## config.mk

```make
export PLATFORM = sky130hd
export DESIGN_NAME = comb_pattern_driver
export DESIGN_NICKNAME = d
export VERILOG_FILES = /design/src/rtl/comb_pattern_driver.sv
export SDC_FILE = /design/constraint.sdc
export NUM_CORES = 1
export LEC_CHECK = 0
export CAP_MARGIN = 20
export CORE_MARGIN = 2
export CORE_UTILIZATION = 55
export CTS_CLUSTER_DIAMETER = 120
export DETAILED_ROUTE_END_ITERATION = 10
export GPL_TIMING_DRIVEN = 0
export HOLD_SLACK_MARGIN = 0.02
export MAX_ROUTING_LAYER = met4
export PLACE_DENSITY_LB_ADDON = 0.15
export SLEW_MARGIN = 25
export SYNTH_ARGS = -nofsm -noshare
export SYNTH_HDL_FRONTEND = slang
export SYNTH_SLANG_ARGS = --single-unit
```

## constraint.sdc

```tcl
create_clock -name clk_i -period 4.48 [get_ports clk_i]
set_input_delay 0.896 -clock clk_i [delete_from_list [all_inputs] [get_ports clk_i]]
set_output_delay 0.896 -clock clk_i [all_outputs]
set_load 0.1 [all_outputs]
```

## src/rtl/comb_pattern_driver.sv

```systemverilog
// LFSR-driven stimulus generator for the combLogic netlist: one vector per window,
// settle then observe the single output, and compact responses into a MISR signature.
module comb_pattern_driver #(
    parameter int               WIDTH        = 26,
    parameter logic [WIDTH-1:0] SEED         = 26'h0000001,
    parameter int               NUM_PATTERNS = 256,
    parameter int               SETTLE       = 4,
    parameter int               OBSERVE      = 4
) (
    input  logic             clk_i,
    input  logic             rst_i,
    input  logic             start_i,
    output logic [WIDTH-1:0] pat_out_o,
    input  logic             dut_out_i,
    output logic             busy_o,
    output logic             done_o,
    output logic [15:0]      signature_o,
    output logic [15:0]      ones_count_o,
    output logic [15:0]      unstable_count_o,
    output logic [15:0]      pattern_count_o
);

    typedef enum logic [2:0] {
        IDLE,
        SETTLE_ST,
        OBSERVE_ST,
        ACCUM,
        DONE
    } state_t;

    // An all-zero seed would lock the LFSR, so it is promoted to 1.
    localparam logic [WIDTH-1:0] SEED_EFF   = (SEED == '0) ? {{(WIDTH-1){1'b0}}, 1'b1} : SEED;
    localparam logic [7:0]       SETTLE_END = 8'(SETTLE - 1);
    localparam logic [7:0]       OBS_END    = 8'(OBSERVE - 1);
    localparam logic [15:0]      LAST_PAT   = 16'(NUM_PATTERNS - 1);

    state_t           state_q;
    logic [7:0]       cnt_q;
    logic [WIDTH-1:0] pat_q;
    logic             busy_q;
    logic             done_q;
    logic [15:0]      sig_q;
    logic [15:0]      ones_q;
    logic [15:0]      unst_q;
    logic [15:0]      pcnt_q;
    logic             ref_q;
    logic             unstable_q;
    logic             resp_q;

    logic [WIDTH-1:0] pat_d;
    logic [15:0]      sig_d;

    assign pat_d = {pat_q[WIDTH-2:0], pat_q[WIDTH-1] ^ pat_q[5] ^ pat_q[1] ^ pat_q[0]};
    assign sig_d = {sig_q[14:0], sig_q[15] ^ sig_q[14] ^ sig_q[12] ^ sig_q[3] ^ resp_q};

    always_ff @(posedge clk_i) begin
        if (rst_i) begin
            state_q    <= IDLE;
            cnt_q      <= '0;
            pat_q      <= '0;
            busy_q     <= 1'b0;
            done_q     <= 1'b0;
            sig_q      <= 16'hFFFF;
            ones_q     <= '0;
            unst_q     <= '0;
            pcnt_q     <= '0;
            ref_q      <= 1'b0;
            unstable_q <= 1'b0;
            resp_q     <= 1'b0;
        end else begin
            unique case (state_q)
                IDLE, DONE: begin
                    if (start_i) begin
                        pat_q      <= SEED_EFF;
                        sig_q      <= 16'hFFFF;
                        ones_q     <= '0;
                        unst_q     <= '0;
                        pcnt_q     <= '0;
                        busy_q     <= 1'b1;
                        done_q     <= 1'b0;
                        cnt_q      <= '0;
                        unstable_q <= 1'b0;
                        state_q    <= SETTLE_ST;
                    end
                end
                SETTLE_ST: begin
                    if (cnt_q == SETTLE_END) begin
                        cnt_q   <= '0;
                        state_q <= OBSERVE_ST;
                    end else begin
                        cnt_q <= cnt_q + 8'd1;
                    end
                end
                OBSERVE_ST: begin
                    // First sample is the reference; any later disagreement marks the pattern unstable.
                    if (cnt_q == 8'd0) begin
                        ref_q <= dut_out_i;
                    end else if (dut_out_i != ref_q) begin
                        unstable_q <= 1'b1;
                    end
                    if (cnt_q == OBS_END) begin
                        resp_q  <= dut_out_i;
                        cnt_q   <= '0;
                        state_q <= ACCUM;
                    end else begin
                        cnt_q <= cnt_q + 8'd1;
                    end
                end
                ACCUM: begin
                    sig_q  <= sig_d;
                    ones_q <= ones_q + {15'd0, resp_q};
                    unst_q <= unst_q + {15'd0, unstable_q};
                    pcnt_q <= pcnt_q + 16'd1;
                    if (pcnt_q == LAST_PAT) begin
                        busy_q  <= 1'b0;
                        done_q  <= 1'b1;
                        state_q <= DONE;
                    end else begin
                        pat_q      <= pat_d;
                        unstable_q <= 1'b0;
                        state_q    <= SETTLE_ST;
                    end
                end
                default: state_q <= IDLE;
            endcase
        end
    end

    assign pat_out_o        = pat_q;
    assign busy_o           = busy_q;
    assign done_o           = done_q;
    assign signature_o      = sig_q;
    assign ones_count_o     = ones_q;
    assign unstable_count_o = unst_q;
    assign pattern_count_o  = pcnt_q;

endmodule

```

# ---- Word-level counts from Yosys, hierarchy flattened
# Index checks and enable logic that the tools add are counted.
dict set report op_classes {
  n_bitwise 7
  n_eq_ne 14
  addsub 4
  mux 27
  reduce_logical 15
}
# cell n
set op_table {}
lappend op_table {{16-bit case mux with 2 select lines} 4}
lappend op_table {{26-bit 2-to-1 mux} 2}
lappend op_table {{26-bit case mux with 2 select lines} 1}
lappend op_table {{16-bit by 1-bit adder with 16-bit output} 2}
lappend op_table {{16-bit 2-to-1 mux} 2}
lappend op_table {{16-bit by 1-bit adder with 16-bit output, second input constant} 1}
lappend op_table {{16-bit by 8-bit == test with 1-bit output, second input constant} 1}
lappend op_table {{8-bit 2-to-1 mux} 2}
lappend op_table {{8-bit case mux with 2 select lines} 1}
lappend op_table {{2-bit inequality test, second input constant} 7}
lappend op_table {{3-bit 2-to-1 mux} 4}
lappend op_table {{3-bit case mux with 4 select lines} 1}
lappend op_table {{3-bit AND reduction} 3}
lappend op_table {{8-bit by 1-bit adder with 8-bit output, second input constant} 1}
lappend op_table {{8-bit by 2-bit == test with 1-bit output, second input constant} 1}
lappend op_table {{8-bit zero test} 1}
lappend op_table {{2-bit AND reduction} 4}
lappend op_table {{1-bit 2-to-1 mux} 7}
lappend op_table {{1-bit XOR} 7}
lappend op_table {{3-bit by 2-bit == test with 1-bit output, second input constant} 2}
lappend op_table {{5-bit AND reduction} 1}
lappend op_table {{1-bit case mux with 2 select lines} 2}
lappend op_table {{2-bit nonzero test} 2}
lappend op_table {{2-bit OR reduction} 2}
lappend op_table {{6 further kinds} 6}
dict set report totals {
  inputBits 4
  elab_cells 79
  ff_bits 106
  out_inout_bits 92
}

# ---- Logic depth before layout (Yosys ltp)
dict set report logic_depth {
  depth_word 5
  ltp_mapped 7
  depth_no_buf 6
}

# ---- Worst setup path after synthesis
# No wires, ideal clock.
dict set report synth_timing {
  path_kind {register -> register}
  startpoint {register pcnt_q[0], in the netlist pattern_count_o[0]}
  endpoint {register pcnt_q[12], in the netlist pattern_count_o[12]}
  setup_time_ps 163
  setup_slack_ps 1950
  path_stages_with_launch 6
  period_less_slack_ps 2530
  t_required_ps 4317
  arrival_ps 2367
  path_buffers 0
  cell_sequence {dfxtp_1 ha_1 nand4_1 or4b_2 nand4b_1 o31ai_1}
}
dict set report synth_between {
  elab_chain_cells 2
}
# element line
set synth_rtl {}
lappend synth_rtl {{from (decl)} 45} ;# logic [15:0] pcnt_q;
lappend synth_rtl {{from (signal assigned)} 113} ;# pcnt_q <= pcnt_q + 16'd1;
lappend synth_rtl {{16-bit by 1-bit adder with 16-bit output} 113}
lappend synth_rtl {{16-bit case mux with 2 select lines} 71} ;# unique case (state_q)
# No other way between the ends.
# A chain may end at the register's enable or synchronous reset.

# ---- Worst setup path in the final report
dict set report layout_timing {
  startpoint {input port start_i}
  endpoint {register pat_q[18], in the netlist pat_out_o[18]}
}
dict set report layout_between {
  elab_chain_cells 2
}
# element line
set layout_rtl {}
lappend layout_rtl {{from (decl)} 12} ;# input logic start_i,
lappend layout_rtl {{2-bit inequality test (no line)} n/a}
lappend layout_rtl {{3-bit AND reduction (no line)} n/a}
lappend layout_rtl {{to (signal assigned)} 119} ;# pat_q <= pat_d;
lappend layout_rtl {{to (decl)} 39} ;# logic [WIDTH-1:0] pat_q;
# No other way between the ends.

==> implementation parameters <==
Parameter                              Value

Run status
  Outcome    complete, no violations

Logic synthesis
  Syn Nets    610
  Synth area leaders    dfxtp_1, nand2_1, nand2b_1, nor2_1, o21ai_0
  Number of enable flip-flop cells after synthesis    0
  FF+latch count, synth    106
  Gate Count Post-Synth    599
  Mean instance size in the synthesized netlist    8.270 um^2
  Cell area after synthesis    0.004954 mm^2
  Post-synth top flop    dfxtp_1
  Count of different cell masters after synthesis    49
  Most area-hungry cell type in the Yosys netlist    dfxtp_1
  Post-synthesis async set-or-reset flop share    0
  Proportion of synthesized chip area in sequential cells    0.4284
  Count of warnings emitted by yosys    0
  Proportion of netlist area held by the largest area contributor    0.4284

Worst setup path
  CP max stage cell    nor3b_2
  CP Max Fanout    10
  Element type at the critical path start    primary input
  Data required, critical path    4730 ps
  List of cells traversed by the critical path    clkdlybuf4s50_1 > nor3b_2 > nor2_1 > a21oi_2 > clkbuf_1 > o21ai_0
  Startpoint-to-endpoint class of the critical path    primary input to flip-flop
  CP endpoint kind    flip-flop
  Delay of the slowest cell on the worst path    700 ps
  Arrival time worst endpoint    3360 ps

CTS
  Hold-fix buffers at CTS    0
  Number of buffers added by the clock tree synthesis step    9
  CTS tree    built
  Clock tree root buffer cell    clkbuf_8
  Max clock buf depth    2
  Sink Count    106
  Clock insertion delay at the later pin of the skew report    370 ps
  Gates resized, CTS repair    0
  Number of buffers inserted by post-CTS setup repair    0
  Max H-tree Level    3
  Post-CTS clock slew at the launch and capture registers of the worst setup and hold paths    100 ps

Cells and area
  Most used cells in the layout excluding fill and tap cells    dfxtp_1, clkdlybuf4s50_1, nand2_1
  Commonest non-fill, non-tap cell in the layout    dfxtp_1
  Signed area change from the synthesized netlist to the final layout    25.28%
  Share of post-route cells with drive strength above 1    0.05932
  Antenna diodes    0
  Count of filler cells inserted in the layout    709
  Fin nets    715
  Number of non-filler instances in the completed layout    816

STA
  Number of endpoints failing setup at the final stage    0
  Clock Skew    8.764 ps
  RSZ-0062 raised after global routing    false
  Portion of the clock cycle consumed by the worst path in the final layout    0.6944
  Hold Fails Final Rpt    0
  Max-slew violation count    0
  Total Negative Setup Slacks    0 ps
  Transition time at the pin with the least slew margin    1012 ps
  Min cycle time layout    3111 ps
  Maximum operating frequency    0.3215 GHz
  Worst slew margin    0.3232

Power and ir drop
  Cell area power density    258.0 mW/mm^2
  Peak supply drop    0.0001932 V
  Leakage power    2.038 nW

Floorplan
  Die outline height    98.90 um
  Die extent in x    98.90 um
  Core area    0.008721 mm^2
  Row Count    34
  Number of ports placed on the die boundary    96
  Initial Utilization    0.5680
  Die Outline Area    0.009781 mm^2

Placement
  Number of placed instances, taps included    801
  Placer Congestion    0.9053
  Detail Placement HPWL    9709 um
  PortBufs    94

Global route
  GRT Util Overall    0.2833
  Number of global-route vias before repair    4640
  Global-route wire length before repair    22050 um
  Pin count of the biggest net entering global routing    18
  Final global-route overflow total    0
  Number of antenna violations at the first check in global routing    0

Detailed routing
  Number of nets still failing antenna checks after routing    0
  Vias/cell    6.077
  Routed wire per std cell    16.46 um
  DR iter-0 viols    305
  Total wire length after detailed routing    13430 um
  Post-route DRC    0
  Overall via count from detail_route    4959
  Drt pass-1 iters    6

Flow run
  Max-cap check violation count    0

Min path
  Hold Path Class    flip-flop to flip-flop
## report_power, final
group	total, W	switching, W	internal [W]
logic	0.000101	0.0000718	0.0000290
clock network	0.000553	0.000334	0.000219
registers	0.000947	0.00000246	0.000945
total	0.00160	0.000408	0.00119
## Yosys cell counts (3+ instances only)
library cell,count
inv_1,7
nor3_1,6
nand2_1,65
a31oi_1,8
mux2_2,11
buf_6,3
nor4_1,5
o211ai_1,7
a211oi_1,3
o311ai_0,7
nor2_1,63
mux2i_1,4
and4_1,8
nand3b_1,4
or3_1,14
nor3b_1,5
o31ai_1,3
or4_1,13
ha_1,7
clkbuf_1,28
a22oi_1,5
buf_2,6
xnor2_1,6
nand4_1,17
o21ai_0,36
o22ai_1,10
dfxtp_1,106
a311oi_1,5
nand2b_1,39
nand3_1,33
and3_1,9
a21oi_1,33
## registers in the layout, summed over array words and instances, names as in the netlist
name	count
unstable_q	1
state_q	3
ref_q	1
resp_q	1
ones_count_o	16
cnt_q	8
pattern_count_o	16
pat_out_o	26
signature_o	16
unstable_count_o	16
busy_o	1
done_o	1
## worst paths after layout
path	endpoint	cells after the start	slack (ps)	startpoint
hold reg to reg	done_o	2	480	done_o
setup reg to reg	pat_out_o[18]	6	1910	state_q[0]
hold / removal	done_o	2	480	done_o
setup / recovery	pat_out_o[18]	6	1370	start_i
## metal layers
| layer | wire, um | up-vias | part of all wire | GRT usage |
|---|---|---|---|---|
| met5 | 0 | - | 0 | - |
| met4 | 227 | 0 | 0.017 | 0.08430 |
| met3 | 1020 | 22 | 0.076 | 0.06667 |
| met2 | 6484 | 211 | 0.48 | 0.4548 |
| met1 | 5702 | 2339 | 0.42 | 0.3569 |
| li1 | - | 2387 | - | - |
## through the flow
stage / cell area (um^2) / util / total power, W / hold WS [ps] / setup WS (ps)
2_1_floorplan: 4954 / - / 0.001037 / 452.3 / 1950
3_3_place_gp: 6030 / 0.6914 / 0.001066 / 459.7 / 1069
3_5_place_dp: 6030 / 0.6914 / 0.001068 / 467.2 / 1017
4_1_cts: 6206 / 0.7116 / 0.001606 / 479.4 / 1417
5_1_grt: 6206 / 0.7116 / 0.001653 / 482.7 / 1226
6_report: 6206 / 0.7116 / 0.001601 / 480.3 / 1369
## critical path, delay by kind of cell
family / cells / cell delay, ps
buffers and inverters: 2 / 830
AOI/OAI and AO/OA: 2 / 580
and+or+nand+nor: 2 / 1060
## area by class of cell
class / count / area, um^2 / area share
multi-input combinational: 447 / 2628 / 0.4234
sequential: 106 / 2122 / 0.3419
timing repair buffer: 94 / 940.9 / 0.1516
buffer: 39 / 177.7 / 0.02863
clock buffer: 10 / 137.6 / 0.02218
tap: 108 / 135.1 / 0.02177
clock inverter: 5 / 38.79 / 0.006250
inverter: 7 / 26.28 / 0.004234
## logic make-up after synthesis
group / count (synthesis) / share of synthesized area
adder cells (fa/ha/maj): 7 / 0.01768
XOR/XNOR: 8 / 0.01415
buffers and inverters: 46 / 0.04117
flip-flops: 106 / 0.4284
AO/OA/AOI/OAI: 126 / 0.1581
AND/OR/NAND/NOR: 291 / 0.3074
multiplexers: 15 / 0.03309
(Power assumes the default switching activity.)
